<file path="config.mk">
export PLATFORM = sky130hd
export DESIGN_NAME = mem_stage
export DESIGN_NICKNAME = d
export VERILOG_FILES = /design/src/rtl/mem_stage_pkg.sv /design/src/rtl/mem_stage_load_align.sv /design/src/rtl/mem_stage.sv
export SDC_FILE = /design/constraint.sdc
export NUM_CORES = 1
export LEC_CHECK = 0
export ABC_AREA = 1
export CAP_MARGIN = 20
export CORE_MARGIN = 1.5
export CORE_UTILIZATION = 30
export DETAILED_ROUTE_END_ITERATION = 6
export HOLD_SLACK_MARGIN = 0.15
export PLACE_DENSITY = 0.65
export SLEW_MARGIN = 25
export SYNTH_ARGS = -nofsm -noshare
export SYNTH_HDL_FRONTEND = slang
export SYNTH_SLANG_ARGS = --single-unit
</file>
<file path="constraint.sdc">
create_clock -name clk -period 4.3 [get_ports clk]
set_clock_uncertainty 0.05 [all_clocks]
set_input_delay 0.645 -clock clk [delete_from_list [all_inputs] [get_ports clk]]
set_output_delay 0.645 -clock clk [all_outputs]
set_load 0.01 [all_outputs]
</file>
<file path="src/rtl/mem_stage_pkg.sv">
// mem_stage_pkg
//   Shared definitions for the memory-access stage: datapath width,
//   access-size encodings, FSM state encoding and the byte-enable helper.
//   No ports (package).
package mem_stage_pkg;

   // Datapath width; mirrors INSTR_WIDTH of the core.
   localparam int INSTR_WIDTH = 32;

   // E_mem_size encodings.
   localparam logic [1:0] SZ_BYTE = 2'b00;
   localparam logic [1:0] SZ_HALF = 2'b01;
   localparam logic [1:0] SZ_WORD = 2'b10;

   // Access FSM states.
   typedef enum logic [0:0] {
      S_IDLE = 1'b0,
      S_WAIT = 1'b1
   } mem_state_e;

   // Byte enables for a little-endian 32-bit word; low address bits below
   // the access size are ignored (a half at offset 3 hits lanes 2-3).
   function automatic logic [3:0] calc_be(input logic [1:0] size, input logic [1:0] a);
      logic [3:0] be;
      case (size)
         SZ_BYTE: be = 4'b0001 << a;
         SZ_HALF: be = 4'b0011 << {a[1], 1'b0};
         SZ_WORD: be = 4'b1111;
         default: be = 4'b1111;
      endcase
      return be;
   endfunction

endpackage

</file>
<file path="src/rtl/mem_stage_load_align.sv">
// mem_load_align
//   Combinational load-data formatter: selects the addressed byte/half lane
//   of a raw little-endian read word and sign- or zero-extends it.
//   Ports:
//     rdata   in  DW  raw read word (lane 0 = bits 7:0)
//     addr_lo in  2   low address bits
//     size    in  2   SZ_BYTE / SZ_HALF / SZ_WORD
//     sign    in  1   1 = sign-extend
//     data    out DW  aligned, extended load value
module mem_load_align
   import mem_stage_pkg::*;
#(
   parameter int DW = INSTR_WIDTH
)(
   input  logic [DW-1:0] rdata,
   input  logic [1:0]    addr_lo,
   input  logic [1:0]    size,
   input  logic          sign,
   output logic [DW-1:0] data
);

   logic [7:0]  byte_s;
   logic [15:0] half_s;

   // Lane selection: byte by full offset, half by offset bit 1.
   always_comb begin
      byte_s = 8'h00;
      case (addr_lo)
         2'd0:    byte_s = rdata[7:0];
         2'd1:    byte_s = rdata[15:8];
         2'd2:    byte_s = rdata[23:16];
         2'd3:    byte_s = rdata[31:24];
         default: byte_s = rdata[7:0];
      endcase
      if (addr_lo[1]) begin
         half_s = rdata[31:16];
      end else begin
         half_s = rdata[15:0];
      end
   end

   // Extension to full datapath width.
   always_comb begin
      data = rdata;
      case (size)
         SZ_BYTE: data = {{(DW-8){sign & byte_s[7]}}, byte_s};
         SZ_HALF: data = {{(DW-16){sign & half_s[15]}}, half_s};
         SZ_WORD: data = rdata;
         default: data = rdata;
      endcase
   end

endmodule

</file>
<file path="src/rtl/mem_stage.sv">
// mem_stage
//   Memory-access stage plus MEM/WB pipeline register. Issues load/store
//   requests over a req/ack handshake (any number of wait states), formats
//   store data / byte enables, aligns load data, and stalls upstream while an
//   access is outstanding. Stalled cycles enter a bubble into MEM/WB.
//   Optional feature macro: MEM_ALIGN_EXC_EN (misaligned half/word accesses
//   raise mem_exc / mem_badvaddr instead of accessing memory).
//   Ports:
//     clk, rst                  clock, async active-high reset
//     E_*                       EX/MEM slot inputs (held while mem_stall=1)
//     dmem_req/we/addr/be/wdata data memory request (combinational)
//     dmem_ack, dmem_rdata      data memory response
//     mem_stall                 hold upstream stages
//     W_MEM_*                   registered MEM/WB outputs
//     mem_exc, mem_badvaddr     (MEM_ALIGN_EXC_EN only) registered exception
module mem_stage
   import mem_stage_pkg::*;
#(
   parameter int DW = INSTR_WIDTH,
   parameter int RW = 5
)(
   input  logic          clk,
   input  logic          rst,
   input  logic          E_valid,
   input  logic [DW-1:0] E_alu_res,
   input  logic [DW-1:0] E_rt_data,
   input  logic          E_mem_rd,
   input  logic          E_mem_wr,
   input  logic [1:0]    E_mem_size,
   input  logic          E_mem_sign,
   input  logic          E_wb_sel,
   input  logic [RW-1:0] E_rd,
   input  logic          E_w_reg_ena,
   output logic          dmem_req,
   output logic          dmem_we,
   output logic [DW-1:0] dmem_addr,
   output logic [3:0]    dmem_be,
   output logic [DW-1:0] dmem_wdata,
   input  logic          dmem_ack,
   input  logic [DW-1:0] dmem_rdata,
   output logic          mem_stall,
`ifdef MEM_ALIGN_EXC_EN
   output logic          mem_exc,
   output logic [DW-1:0] mem_badvaddr,
`endif
   output logic [DW-1:0] W_MEM_alu_res,
   output logic [DW-1:0] W_MEM_mem_data,
   output logic          W_MEM_wb_sel,
   output logic [RW-1:0] W_MEM_rd,
   output logic          W_MEM_w_reg_ena
);

   mem_state_e    state_q, state_d;
   logic [1:0]    a_s;
   logic          mem_op_s;
   logic          misal_s;
   logic          acc_s;
   logic          done_s;
   logic [DW-1:0] load_data_s;

   logic [DW-1:0] alu_res_q, alu_res_d;
   logic [DW-1:0] mem_data_q, mem_data_d;
   logic          wb_sel_q, wb_sel_d;
   logic [RW-1:0] rd_q, rd_d;
   logic          w_reg_ena_q, w_reg_ena_d;

   assign a_s      = E_alu_res[1:0];
   assign mem_op_s = E_valid & (E_mem_rd | E_mem_wr);

`ifdef MEM_ALIGN_EXC_EN
   logic          exc_q, exc_d;
   logic [DW-1:0] badvaddr_q, badvaddr_d;

   // Misaligned half/word accesses are trapped instead of issued.
   always_comb begin
      misal_s = 1'b0;
      if (mem_op_s) begin
         misal_s = ((E_mem_size == SZ_HALF) & a_s[0]) |
                   ((E_mem_size == SZ_WORD) & (a_s != 2'b00));
      end else begin
         misal_s = 1'b0;
      end
   end
`else
   assign misal_s = 1'b0;
`endif

   assign acc_s  = mem_op_s & ~misal_s;
   // An ack only counts while a request is actually on the bus.
   assign done_s = dmem_req & dmem_ack;

   // FSM state register.
   always_ff @(posedge clk or posedge rst) begin
      if (rst) begin
         state_q <= S_IDLE;
      end else begin
         state_q <= state_d;
      end
   end

   // FSM next-state logic.
   always_comb begin
      state_d = state_q;
      case (state_q)
         S_IDLE: begin
            if (acc_s & ~dmem_ack) begin
               state_d = S_WAIT;
            end else begin
               state_d = S_IDLE;
            end
         end
         S_WAIT: begin
            if (dmem_ack) begin
               state_d = S_IDLE;
            end else begin
               state_d = S_WAIT;
            end
         end
         default: state_d = S_IDLE;
      endcase
   end

   // FSM outputs: request, direction and stall (all forced low in reset).
   always_comb begin
      dmem_req  = 1'b0;
      dmem_we   = 1'b0;
      mem_stall = 1'b0;
      if (rst) begin
         dmem_req  = 1'b0;
         dmem_we   = 1'b0;
         mem_stall = 1'b0;
      end else begin
         case (state_q)
            S_IDLE:  dmem_req = acc_s;
            S_WAIT:  dmem_req = 1'b1;
            default: dmem_req = 1'b0;
         endcase
         dmem_we   = dmem_req & E_mem_wr;
         mem_stall = acc_s & ~dmem_ack;
      end
   end

   // Request address, byte enables and lane-replicated store data.
   always_comb begin
      dmem_addr  = {E_alu_res[DW-1:2], 2'b00};
      dmem_be    = calc_be(E_mem_size, a_s);
      dmem_wdata = E_rt_data;
      case (E_mem_size)
         SZ_BYTE: dmem_wdata = {4{E_rt_data[7:0]}};
         SZ_HALF: dmem_wdata = {2{E_rt_data[15:0]}};
         SZ_WORD: dmem_wdata = E_rt_data;
         default: dmem_wdata = E_rt_data;
      endcase
   end

   mem_load_align #(.DW(DW)) u_load_align (
      .rdata   (dmem_rdata),
      .addr_lo (a_s),
      .size    (E_mem_size),
      .sign    (E_mem_sign),
      .data    (load_data_s)
   );

   // MEM/WB next values: bubble on stall, capture otherwise.
   always_comb begin
      alu_res_d   = alu_res_q;
      mem_data_d  = mem_data_q;
      wb_sel_d    = wb_sel_q;
      rd_d        = rd_q;
      w_reg_ena_d = 1'b0;
      if (mem_stall) begin
         w_reg_ena_d = 1'b0;
      end else begin
         alu_res_d   = E_alu_res;
         wb_sel_d    = E_wb_sel;
         rd_d        = E_rd;
         w_reg_ena_d = E_w_reg_ena & E_valid & ~misal_s;
         if (done_s & E_mem_rd) begin
            mem_data_d = load_data_s;
         end else begin
            mem_data_d = mem_data_q;
         end
      end
   end

   // MEM/WB register.
   always_ff @(posedge clk or posedge rst) begin
      if (rst) begin
         alu_res_q   <= {DW{1'b0}};
         mem_data_q  <= {DW{1'b0}};
         wb_sel_q    <= 1'b0;
         rd_q        <= {RW{1'b0}};
         w_reg_ena_q <= 1'b0;
      end else begin
         alu_res_q   <= alu_res_d;
         mem_data_q  <= mem_data_d;
         wb_sel_q    <= wb_sel_d;
         rd_q        <= rd_d;
         w_reg_ena_q <= w_reg_ena_d;
      end
   end

   assign W_MEM_alu_res   = alu_res_q;
   assign W_MEM_mem_data  = mem_data_q;
   assign W_MEM_wb_sel    = wb_sel_q;
   assign W_MEM_rd        = rd_q;
   assign W_MEM_w_reg_ena = w_reg_ena_q;

`ifdef MEM_ALIGN_EXC_EN
   // Exception next values; a trapped access never stalls.
   always_comb begin
      exc_d      = 1'b0;
      badvaddr_d = badvaddr_q;
      if (misal_s & ~mem_stall) begin
         exc_d      = 1'b1;
         badvaddr_d = E_alu_res;
      end else begin
         exc_d      = 1'b0;
         badvaddr_d = badvaddr_q;
      end
   end

   // Exception register, alongside MEM/WB.
   always_ff @(posedge clk or posedge rst) begin
      if (rst) begin
         exc_q      <= 1'b0;
         badvaddr_q <= {DW{1'b0}};
      end else begin
         exc_q      <= exc_d;
         badvaddr_q <= badvaddr_d;
      end
   end

   assign mem_exc      = exc_q;
   assign mem_badvaddr = badvaddr_q;
`endif

endmodule

</file>
== Yosys cells after proc, flatten, opt, wreduce, memory -nomap -nowiden ==
Index checks and enable logic that the tools add are counted.

* Input port bits: 112
* Bits in registers: 72
* Output and inout port bits: 142

* Bitwise gates (word level): 12
* Shift operators: 2
* Equal/unequal tests: 4
* Reductions and logical operators: 3
* Muxes and demuxes: 14

{| class="wikitable"
|+ Operator list
! cell !! count
|-
| $pmux W32 S2 || 2
|-
| $pmux W8 S4 || 1
|-
| $mux W16 || 1
|-
| $and A1 B1 Y1 || 8
|-
| $pmux W4 S2 || 1
|-
| $mux W1 || 7
|-
| $eq A2 B1 Y1 const B || 2
|-
| $eq A2 B2 Y1 const B || 2
|-
| $logic_not A2 Y1 || 2
|-
| $pmux W1 S2 || 2
|-
| $shl A1 B2 Y4 const A || 1
|-
| $shl A2 B2 Y4 const A || 1
|-
| $not A1 Y1 || 3
|-
| $reduce_and A2 Y1 || 1
|-
| $or A1 B1 Y1 || 1
|}

== Longest topological paths before layout ==
* Word-level depth: 8
* Gate-level depth with buffers: 9
* Depth with buffers taken out: 8

== Cells and area by module ==
A second synthesis with hierarchy kept.

* Cells, all modules: 607
* Area, all modules: 4440.5 sq um

{| class="wikitable"
|+ Modules (own cells, without submodules)
! module !! cells each !! area an instance (sq um) !! seq. area each (sq um) !! instances
|-
| mem_stage || 439 || 3552.2 || 1801.7 || 1
|-
| mem_load_align || 168 || 888.4 || 0.0 || 1
|}

== Least setup slack after synthesis ==
No wires, ideal clock.

* Kind: input to output
* From: in rst
* To: out mem_stall
* Data arrival time: 2.863 ns
* Setup slack: 0.742 ns
* Buffers on the path: 1
* Stages on the path: 4
* Cell sequence: inv_1 nand2_1 inv_1 clkbuf_1

* Cells in the longest elaborated chain, start to end: 1

{| class="wikitable"
|+ RTL lines
! element !! line !! text
|-
| from (decl) || mem_stage.sv:23 || <nowiki>input logic rst,</nowiki>
|-
| $mux W1 || mem_stage.sv:128 || <nowiki>if (rst) begin</nowiki>
|-
| to (decl) || mem_stage.sv:41 || <nowiki>output logic mem_stall,</nowiki>
|}

No other way between the ends.

== Final worst setup path ==
* From: in E_mem_size[0]
* To: out dmem_wdata[30]

* Cells in the longest elaborated chain, start to end: 2
* Elaborated cells on any way between the ends: 3
* Classes of those cells: eq/ne: 1; mux: 1; reduce/logical: 1

{| class="wikitable"
|+ RTL lines
! element !! line !! text
|-
| from (decl) || mem_stage.sv:29 || <nowiki>input logic [1:0] E_mem_size,</nowiki>
|-
| $eq A2 B1 Y1 / $logic_not A2 Y1 (equally long branches) || mem_stage.sv:148 || <nowiki>case (E_mem_size)</nowiki>
|-
| $pmux W32 S2 (*) || mem_stage.sv:148 ||
|-
| to (decl) || mem_stage.sv:38 || <nowiki>output logic [DW-1:0] dmem_wdata,</nowiki>
|}

Mark *: on every way between the ends. The rest lies on a longest branch, timed or not.

==> reports/metrics.sh <==
DP.CELLS=991
ROUTE.ANTENNA.REMAINING_NETS=0
SYNTH_SEQ_CELLS=72
DESIGN_AREA_SQ_UM=6879
GRT_FIRST_PASS_WIRELENGTH_MM=21.96
RSZ0062_AT_GRT='no'
DPL_CELL_AREA_SQ_UM=6584
DRCVIOLATIONCOUNT=0
LEAKAGE_nW=3.492
PORT_BUFFERS=251
ROUTED_WL_MM=14.31
CTS_MADE_BUFFERS=9
VIAS_PER_CELL=4.207
MAXIMUM_NUMBER_OF_BUFFERS_FROM_CLOCK_ROOT_TO_SINK=2
HOLD_VIOL=0
LAYOUT_SETUP_WS_PS=994.5
CTS_HTREE_LEVELS=3
FINAL_CELL_MIX='sky130_fd_sc_hd__nand2_1, sky130_fd_sc_hd__clkdlybuf4s50_1, sky130_fd_sc_hd__dfrtp_1, sky130_fd_sc_hd__inv_1, sky130_fd_sc_hd__nor2_1'
DRV_SLEW=0
FIN_WORST_HOLD_SLACK_PS=416.9
CTS.ROOT.BUFFER_CELL='sky130_fd_sc_hd__clkbuf_16'
GRT_REMAINING_OVERFLOW=0
POWER_DENSITY_nW_PER_UM2=335.9
POST_CTS.REPAIR.SETUP_BUFFERS=0
CTS_NUM_SINKS=72
CHIPHEIGHT_UM=121.8
SETUP_VIOL=0
WORSTSETUPSTARTPOINTTYPE='input pin'
FIRST_GLOBAL_VIAS=4001
WIRE_LENGTH_PER_CELL_AFTER_DETAILED_ROUTING_UM=14.21
DIE_AR_SQ_UM=14840
LARGEST_NET_DEGREE_AT_THE_START_OF_GLOBAL_ROUTING=57
SETUP_TOTAL_NEGATIVE_SLACK_PS=0
WP_DATA_REQUIRED_PS=3610
STATUS='finished clean'
TOT_GR_TRACK_USE_PCT=19.24
TIMING.FINAL.CRIT_SHARE_PCT=76.87
INSTANCES_NO_FILL=1007
INITIAL_ANTENNA_VIOLATION_COUNT=0
CTS-RESIZED-GATES=0
LAYOUT_MIN_CYCLE_TIME_PS=3306
DPL.HPWL_MM=11.04
TRITONCTS='done'
ACHIEVABLE-FREQUENCY_MHz=302.5
CATEGORY_OF_THE_CRITICAL_SETUP_TIMING_PATH='input pin to primary output'
DIE_W_UM=121.8
CTS_HOLD_REPAIR.BUFFERS=0
HOLD_CLASS='flip-flop to flip-flop'
CRIT_PATH_END_KIND='primary output'
FINAL_NET_COUNT=934
WORST-SLEW-PIN-TRANSITION_PS=727.2
DRV.MAX_CAP_VIOLATION_COUNT=0
LAYOUT.CELLS.MOST_COMMON='sky130_fd_sc_hd__nand2_1'
CORE-AREA_SQ_UM=13830
POST_ROUTE_CELLS_DRIVE_ABOVE_1_SHARE_PCT=5.320
DP_SLACK_PS=1006
POWER.IR.VDD_WORST_V=0.0001969
DRT_ITER0_MARKERS=272
YOSYS_WARNINGS=0
POSTSYNTHCELLCOUNT=621
START_UTIL_PCT=30.64
WORST-ENDPOINT-ARRIVAL_PS=2610
NUMBER_OF_ROWS_CREATED_AT_FLOORPLAN=43
ANTENNA_CELLS_INSERTED=0
SYN-MEAN-INSTANCE-AREA_SQ_UM=6.822
IOPINCOUNT=254
SLEW-LIMIT-HEADROOM_PCT=51.52
CLK_LATENCY_PS=320
SYNTH_AREA_SQ_UM=4237
SYNTHTOLAYOUTAREAGROWTH_PCT=62.37
WORSTPATHMAXFANOUT=11
DETAILROUTE.VIA_COUNT=4236
SYNTHDISTINCTLIBCELLS=21
SYNTH-SEQ-AREA-SHARE_PCT=42.53
CLK_PIN_SLEW_PS=60
FIRSTDRTPASSITERS=5
GPL.FINAL_WEIGHTED_CONGESTION=0.8101
final cells by class:
class                           count  area (sq um)
Clock buffer                        9         225.2
Clock inverter                      7         70.07
Fill cell                        1411          6948
Inverter                           78         294.0
Multi-Input combinational cell    403          1703
Sequential cell                    72          1802
Tap cell                          180         225.2
Timing Repair Buffer              258          2560
critical path: stages:
cell and delay, ps:
sky130_fd_sc_hd__clkdlybuf4s50_1 760, sky130_fd_sc_hd__inv_2 100, sky130_fd_sc_hd__nor2_4 130, sky130_fd_sc_hd__inv_1 160, sky130_fd_sc_hd__o211ai_1 240, sky130_fd_sc_hd__clkdlybuf4s50_1 580
per-layer routing:
layer	global-route usage (%)	share of wire (%)	up-vias
met3	3.511	4.8	9
met2	30.69	48	113
li1	-	-	2238
met1	27.08	46	1876
met4	4.412	1.0	0
met5	0	0	-
final timing paths:
kind                                     from                 end  slack [ps]  cells after the start
worst max-delay path            E_mem_size[0]      dmem_wdata[30]         990                      6
worst min-delay path              W_MEM_rd[1]         W_MEM_rd[1]         420                      2
worst max register to register        state_q   W_MEM_mem_data[9]        2640                      7
worst min register to register    W_MEM_rd[1]         W_MEM_rd[1]         420                      2
max in group asynchronous                 rst  W_MEM_mem_data[11]        2640                      3
min in group asynchronous                 rst    W_MEM_alu_res[6]         540                      2
cell usage after synthesis:
master	n	area, sq um
sky130_fd_sc_hd__buf_6	1	11.26
sky130_fd_sc_hd__clkbuf_1	9	33.78
sky130_fd_sc_hd__dfrtp_1	72	1802
sky130_fd_sc_hd__a21oi_2	10	87.58
sky130_fd_sc_hd__nand3_1	7	35.03
sky130_fd_sc_hd__inv_1	73	274.0
sky130_fd_sc_hd__inv_2	5	18.77
sky130_fd_sc_hd__buf_2	18	90.09
sky130_fd_sc_hd__a21oi_1	22	110.1
sky130_fd_sc_hd__nand3_2	1	10.01
sky130_fd_sc_hd__buf_4	41	307.8
sky130_fd_sc_hd__nor2_1	33	123.9
sky130_fd_sc_hd__conb_1	1	3.750
sky130_fd_sc_hd__o21ai_1	8	40.04
sky130_fd_sc_hd__o211ai_1	8	60.06
sky130_fd_sc_hd__nor2_4	2	22.52
sky130_fd_sc_hd__o21ai_0	27	135.1
sky130_fd_sc_hd__nand4_1	1	6.260
sky130_fd_sc_hd__nand2_2	1	6.260
sky130_fd_sc_hd__nand2_1	280	1051
sky130_fd_sc_hd__a21boi_1	1	7.510
cell families (layout without fill, tap and decap cells):
kind of cell	count (synthesis)	count (layout)	share of synthesized area [%]
buffers and inverters	147	352	17.37
other	1	2	0.08852
AO/OA/AOI/OAI	76	76	10.40
AND/OR/NAND/NOR	325	325	29.62
flip-flops	72	72	42.53
power breakdown:
group	switching, W	internal, W
clock network	0.000293	0.000449
logic	0.000330	0.000408
registers	0.0000537	0.000777
total	0.000676	0.00163
flip-flops by register name (all words and copies together) (netlist names):
| signal | cells |
|---|---|
| W_MEM_wb_sel | 1 |
| W_MEM_mem_data | 32 |
| W_MEM_alu_res | 32 |
| state_q | 1 |
| W_MEM_w_reg_ena | 1 |
| W_MEM_rd | 5 |
through the flow:
| stage | power [W] | utilization, % |
|---|---|---|
| detailed placement | 0.001584 | 47.62 |
| CTS | 0.002344 | 49.75 |
| global route | 0.002450 | 49.75 |
| floorplan | 0.001155 | - |
| finish | 0.002310 | 49.75 |
| global placement | 0.001583 | 47.62 |
Power figures use the tool's default switching activity.
